$ cat config.mk
export PLATFORM = sky130hd
export DESIGN_NAME = bus_valid_gen
export DESIGN_NICKNAME = d
export VERILOG_FILES = /design/src/rtl/bus_valid_pkg.sv /design/src/rtl/bus_gap_cnt.sv /design/src/rtl/bus_valid_gen.sv
export SDC_FILE = /design/constraint.sdc
export NUM_CORES = 1
export LEC_CHECK = 0
export CAP_MARGIN = 20
export CORE_MARGIN = 2
export CORE_UTILIZATION = 46
export DETAILED_ROUTE_END_ITERATION = 7
export PLACE_DENSITY = 0.8
export SLEW_MARGIN = 10
export SYNTH_ARGS = -nofsm -noshare
export SYNTH_HDL_FRONTEND = slang
export SYNTH_SLANG_ARGS = --single-unit
$ cat constraint.sdc
create_clock -name clk -period 1.5 [get_ports clk]
set_input_delay 0.375 -clock clk [delete_from_list [all_inputs] [get_ports clk]]
set_output_delay 0.375 -clock clk [all_outputs]
set_load 0.05 [all_outputs]
$ cat src/rtl/bus_valid_pkg.sv
// Shared types and helpers for the bus valid generator.
//   state_t  : burst FSM state encoding (IDLE / SEND / GAP)
//   ch_width : width of the channel id for a given channel count (min 1)
package bus_valid_pkg;

  typedef enum logic [1:0] {
    ST_IDLE = 2'd0,
    ST_SEND = 2'd1,
    ST_GAP  = 2'd2
  } state_t;

  function automatic int ch_width(input int n);
    if (n <= 1) return 1;
    return $clog2(n);
  endfunction

endpackage

$ cat src/rtl/bus_gap_cnt.sv
// Inter-burst idle gap timer.
//   clk, rst_n : clock, async active-low reset
//   load       : reload the counter at the start of a gap
//   dec        : count down one gap cycle
//   done       : current cycle is the final gap cycle
// The counter is loaded with GAP_CYC-1, so a gap lasts exactly GAP_CYC cycles
// including the one in which done is high. With GAP_CYC==0 no gap is ever
// entered and the block reduces to a constant.
module bus_gap_cnt #(
  parameter int GAP_CYC = 4
) (
  input  logic clk,
  input  logic rst_n,
  input  logic load,
  input  logic dec,
  output logic done
);

  generate
    if (GAP_CYC == 0) begin : g_tie
      logic unused_tie;
      assign unused_tie = ^{clk, rst_n, load, dec};
      assign done = 1'b1;
    end else begin : g_cnt
      localparam int CW = (GAP_CYC <= 1) ? 1 : $clog2(GAP_CYC);
      localparam logic [CW-1:0] LOAD_VAL = CW'(GAP_CYC - 1);

      logic [CW-1:0] cnt;

      always_ff @(posedge clk or negedge rst_n) begin
        if (!rst_n) begin
          cnt <= '0;
        end else if (load) begin
          cnt <= LOAD_VAL;
        end else if (dec && (cnt != '0)) begin
          cnt <= cnt - 1'b1;
        end
      end

      assign done = (cnt == '0);
    end
  endgenerate

endmodule

$ cat src/rtl/bus_valid_gen.sv
// Burst traffic source: sequence-numbered data words with valid/last under
// ready backpressure, channels served round-robin, programmable idle gap.
//   clk, rst_n : clock, async active-low reset
//   en         : start / continue generating bursts (checked at burst boundary)
//   ready      : downstream accepts the beat when valid && ready
//   valid      : beat present
//   data       : {ch_id, seq}
//   last       : final beat of the burst
//   ch_id      : channel of the current burst
//   busy       : FSM not idle
//   burst_cnt  : completed bursts, wraps at 16 bits
//
// state   | meaning
// --------+---------------------------------------------------------------
// IDLE    | no traffic; en starts a burst on the next cycle
// SEND    | valid high, one beat offered per cycle until the last is taken
// GAP     | valid low for GAP_CYC cycles, then en picks SEND or IDLE
module bus_valid_gen
  import bus_valid_pkg::*;
#(
  parameter int  DATA_W    = 16,
  parameter int  BURST_LEN = 8,
  parameter int  GAP_CYC   = 4,
  parameter int  CH_NUM    = 4,
  localparam int CH_W      = ch_width(CH_NUM)
) (
  input  logic              clk,
  input  logic              rst_n,
  input  logic              en,
  input  logic              ready,
  output logic              valid,
  output logic [DATA_W-1:0] data,
  output logic              last,
  output logic [CH_W-1:0]   ch_id,
  output logic              busy,
  output logic [15:0]       burst_cnt
);

  localparam int SEQ_W  = DATA_W - CH_W;
  localparam int BEAT_W = (BURST_LEN <= 1) ? 1 : $clog2(BURST_LEN);
  localparam logic [BEAT_W-1:0] BEAT_LAST = BEAT_W'(BURST_LEN - 1);
  localparam logic [CH_W-1:0]   CH_LAST   = CH_W'(CH_NUM - 1);

  state_t             state, state_n;
  logic [SEQ_W-1:0]   seq, seq_n;
  logic [BEAT_W-1:0]  beat, beat_n;
  logic [CH_W-1:0]    ch, ch_n;
  logic [15:0]        bcnt, bcnt_n;
  logic               valid_r, last_r, busy_r;
  logic               gap_load, gap_dec, gap_done;
  logic               accept;

  bus_gap_cnt #(
    .GAP_CYC(GAP_CYC)
  ) u_gap (
    .clk  (clk),
    .rst_n(rst_n),
    .load (gap_load),
    .dec  (gap_dec),
    .done (gap_done)
  );

  assign accept = valid_r && ready;

  always_comb begin
    state_n  = state;
    seq_n    = seq;
    beat_n   = beat;
    ch_n     = ch;
    bcnt_n   = bcnt;
    gap_load = 1'b0;
    gap_dec  = 1'b0;
    case (state)
      ST_IDLE: begin
        if (en) state_n = ST_SEND;
      end
      ST_SEND: begin
        if (accept) begin
          seq_n = seq + 1'b1;
          if (beat == BEAT_LAST) begin
            beat_n = '0;
            ch_n   = (ch == CH_LAST) ? '0 : ch + 1'b1;
            bcnt_n = bcnt + 16'd1;
            if (GAP_CYC > 0) begin
              state_n  = ST_GAP;
              gap_load = 1'b1;
            end else if (!en) begin
              state_n = ST_IDLE;
            end
          end else begin
            beat_n = beat + 1'b1;
          end
        end
      end
      ST_GAP: begin
        gap_dec = 1'b1;
        // Only en on the final gap cycle decides whether traffic resumes.
        if (gap_done) state_n = en ? ST_SEND : ST_IDLE;
      end
      default: state_n = ST_IDLE;
    endcase
  end

  // Output flags are computed from next-state values so every port comes
  // straight from a flop while still lining up with the counters.
  always_ff @(posedge clk or negedge rst_n) begin
    if (!rst_n) begin
      state   <= ST_IDLE;
      seq     <= '0;
      beat    <= '0;
      ch      <= '0;
      bcnt    <= '0;
      valid_r <= 1'b0;
      last_r  <= 1'b0;
      busy_r  <= 1'b0;
    end else begin
      state   <= state_n;
      seq     <= seq_n;
      beat    <= beat_n;
      ch      <= ch_n;
      bcnt    <= bcnt_n;
      valid_r <= (state_n == ST_SEND);
      last_r  <= (state_n == ST_SEND) && (beat_n == BEAT_LAST);
      busy_r  <= (state_n != ST_IDLE);
    end
  end

  assign valid     = valid_r;
  assign last      = last_r;
  assign busy      = busy_r;
  assign data      = {ch, seq};
  assign ch_id     = ch;
  assign burst_cnt = bcnt;

endmodule
# == Word level (Yosys, flattened, before mapping) ==
# Cells that the tools add are included.
# word_totals
register_bits,42
input_bits,4
word_cells,46
# op_classes
addsub,5
n_eq_ne,6
mux,16
reduce_logical,10
# op_table
op,n
adder 16 x 1 -> 16 bit (second input constant),1
adder 14 x 1 -> 14 bit (second input constant),1
two-way mux 2 bit,7
two-way mux 3 bit,3
== test 3 bit (second input constant),2
one-hot mux 2 bit (3 select lines),1
nonzero test 2 bit,3
two-way mux 1 bit,5
== test 2 x 1 -> 1 bit (second input constant),2
== test 2 bit (second input constant),2
logical NOT 2 bit,2
adder 3 x 1 -> 3 bit (second input constant),1
logical AND 1 bit,3
AND reduction 3 bit,1
adder 2 x 1 -> 2 bit (second input constant),1
AND reduction 2 bit,1
subtractor 2 x 1 -> 2 bit (second input constant),1

# == Logic depth before layout (Yosys ltp) ==
# logic_depth
depth_word,6
mapped_depth,6
depth_no_buf,6

# == Hierarchy ==
# Synthesis repeated with hierarchy kept, for this count alone.
# unflattened
hier_cells,168
hier_area_um2,1918.1
# by_module_without_submodules
module,n_inst,cells_per_inst,area_each_um2
bus_valid_gen,1,156,1794.2
bus_gap_cnt,1,12,123.9

# == Least setup slack after synthesis ==
# No wires, ideal clock.
# synth_timing
kind,register -> register
startpoint,register bcnt[0] (netlist: burst_cnt[0])
endpoint,register bcnt[12] (netlist: burst_cnt[12])
t_arrival_ns,1.699
t_required_ns,1.358
slack_ns,-0.341
stages_incl_launch_ff,6
path_buffers,0
synth_period_minus_slack_ns,1.841
path_cell_list,dfrtp_1 ha_1 nand4_1 nor3_2 nand3_1 xnor2_1
# synth_via
elab_chain_cells,1
# synth_rtl
item,line,rtl
"start, declared",bus_valid_gen.sv:48,"logic [15:0] bcnt, bcnt_n;"
"start signal, assigned",bus_valid_gen.sv:121,bcnt <= bcnt_n;
adder 16 x 1 -> 16 bit,bus_valid_gen.sv:83,bcnt_n = bcnt + 16'd1;
# Every way passes these cells.
# A chain may end at the register's enable or synchronous reset.

# == Worst setup path in the final report ==
# layout_timing
startpoint,register beat[1]
endpoint,register bcnt[10] (netlist: burst_cnt[10])
# layout_via
elab_chain_cells,2
# layout_rtl
item,line,rtl
"start, declared",bus_valid_gen.sv:46,"logic [BEAT_W-1:0] beat, beat_n;"
"start signal, assigned",bus_valid_gen.sv:119,beat <= beat_n;
== test 3 bit,bus_valid_gen.sv:80,if (beat == BEAT_LAST) begin
AND reduction 3 bit (no line),-,
# Every way passes these cells.

==> metrics.cfg <==
[floorplanning]
die_height_um = 69.6
rows = 23
core-area_um2 = 4090
die_area_um2 = 4850
initial_utilization_pct = 48.5
fp.dieW_um = 69.6
boundaryPins = 41

[sta]
relSlewSlack_pct = 78.9
slew_violations = 0
rsz0062_at_grt = true
setup_viol = 8
max_slew.worst_pin.slew_ps = 314
tns_ps = -581
skew_ps = 9.00
final-hold-violation-count = 0
post-route-period-util_pct = 107
fmax_ghz = 0.621
fin_hold_ws_ps = 38.3
period_needed_ps = 1610
setup_slack_ps = -110

[global_route]
grt_pass1_vias = 1499
grt_use_total_pct = 18.3
grt_pass1_wl_um = 7030
grt_max_degree = 43
grt_overflow = 0
antenna_found_initial = 0

[status]
status = complete, but fails checks
violations = setup timing

[cts]
htreeDepth = 2
numCtsBuffers = 5
clkTransAtPathRegs_ps = 70
clock_sinks = 42
clockRootBuffer = clkbuf_8
clockBufferDepth = 2
clock_latency_ps = 300
ctsHoldBuffers = 0
cts_tree = done

[power]
p_seq_share_pct = 36.5
switching_share_pct = 37.4
p_int_mw = 2.90
peakVddDrop_uv = 1360
clock_power_share_pct = 18.8
power_density_nw_per_um2 = 1470
power_switching_mw = 1.73
leakage_nw = 1.48
p_comb_share_pct = 44.8

[setup_path]
rrSetupSlack_ps = -110
crit_arrival_ps = 1790
path_class = reg -> reg
reg2reg_depth = 6
crit_end = burst_cnt[10]
crit_fanout = 4
crit_path_start = beat[1]
rr_endpoint = burst_cnt[10]
r2r-start = beat[1]
cp-end-kind = register
startpoint_type = register
crit_required_ps = 1680

[synth]
synth.avg_cell_area_um2 = 11.9
synth_edf_count = 0
netlist_instances = 166
yosysSeqAreaShare_pct = 53.0
ys_seq_elements = 42
yosysTopAreaCell = dfrtp_1
ys.flop_type = dfrtp_1
yosysMostFrequentCell = dfrtp_1
synth_area_leaders = dfrtp_1 (53%), xnor2_1 (8.4%), nand2_1 (4.9%)
netlist_area_um2 = 1980
synth_top_area_share_pct = 53.0
synth-async-reset-ratio_pct = 100
synth_cell_type_count = 32
yosys_warnings = 0
synth_nets = 176
synthTopCellsByCount = dfrtp_1 (42), nand2_1 (26), xnor2_1 (19)

[drt]
drt-initial-drc-count = 96
ant_nets = 0
drt_wl_total_um = 4040
vias = 1466
firstDrtPassIters = 4
drc = 0
viasPerCell = 5.22
wire_per_inst_um = 14.4

[final_layout]
finalNetCount = 240
diodes = 0
fillers = 243
drive_gt1_share_pct = 46.3
area_growth_pct = 59.2
post-route-cell-area_um2 = 3160

[placed_design]
place_hpwl_um = 3120
place_ws_ps = -460
portBuffers = 40
gp_congestion = 0.798
post_dp_cell_area_um2 = 2990

[run]
cap_viol_max_count = 0

[hold_path]
hp-class = in -> async

-- routing by layer --
layer | up-vias | global-route usage, % | routed length (um) | part of all wire (%)
met5 | - | 0 | 0 | 0
met4 | 0 | 5.77 | 55 | 1.4
met3 | 6 | 4.65 | 201 | 5.0
met2 | 42 | 30.3 | 2090 | 52
met1 | 721 | 23.7 | 1690 | 42
li1 | 697 | - | - | -
-- worst min path at each step --
stage          slack, ps            to  depth (start not counted)
2_1_floorplan         80       beat[0]                          0
4_1_cts               40  burst_cnt[6]                          2
5_1_grt               60       seq[10]                          2
3_5_place_dp         370        seq[0]                          2
3_3_place_gp         370        seq[0]                          2
6_report              40        seq[0]                          2
-- logic make-up (layout without fill, tap and decap cells) --
logic type,Yosys count,count (layout),share of synthesized area [%]
AOI/OAI and AO/OA,4,4,1.39
xor gates and xnor gates,29,29,13.6
adders and majority gates,6,6,3.79
buffers and inverters,8,73,2.84
DFF,42,42,53.0
muxes,1,1,0.505
and+or+nand+nor,76,76,24.9
-- cell usage in the layout, fill, tap and decap left out, types with 2 or more instances in the layout --
cell type,instances
buf_12,38
nand2_1,25
dfrtp_1,24
buf_4,19
xnor2_1,18
dfrtp_2,17
nand3_1,14
xor2_1,7
nand4_1,5
clkbuf_8,5
and3_1,4
nor2_1,4
inv_1,3
nand3b_1,3
and4_1,3
xnor2_2,3
ha_4,3
nor3_1,2
a21o_1,2
nor3_4,2
nor4_4,2
nand3_2,2
nand4_4,2
ha_1,2
clkinv_2,2
buf_6,2
-- repair_timing --
item,CTS,global route
endpoints found under the setup margin,29,17
pin swaps,11,3
gates resized for setup,7,4
buffers inserted,3,2
-- state kept, by name, summed over array words and instances, names as in the netlist --
register,count
state,2
beat,3
last,1
valid,1
busy,1
seq,14
burst_cnt,16
ch_id,2
u_gap.g_cnt.cnt,2
-- area by class of cell --
class                           count  area (um2)  area share [%]
Sequential cell                    42        1080            34.1
Timing Repair Buffer               62         950            30.1
Multi-Input combinational cell    116         947            30.0
Clock buffer                        5        68.8            2.18
Tap cell                           50        62.6            1.98
Clock inverter                      3        40.0            1.27
Inverter                            3        11.3           0.357
-- metrics by stage --
step | total power [mW] | std cells | utilization, %
after detailed placement | 3.73 | 270 | 73.1
after CTS | 4.64 | 280 | 76.8
after global routing | 4.86 | 281 | 77.2
final | 4.63 | 281 | 77.2
after floorplan | 2.72 | 166 | -
after global placement | 3.62 | 270 | 73.1
-- power groups by stage --
stage,Clock [mW],Sequential (mW),Combinational [mW]
final,0.870,1.69,2.07
after global routing,0.943,1.72,2.20
after CTS,0.890,1.68,2.06
after detailed placement,0,1.72,2.01
after global placement,0,1.70,1.92
after floorplan,0,2.08,0.639
-- critical path, stage by stage (launching register included) --
cell	delay (ps)
dfrtp_1	370
ha_2	200
ha_4	130
nand4_1	210
nor3_4	290
nand3_2	150
xnor2_2	160
Power figures use the tool's default switching activity.
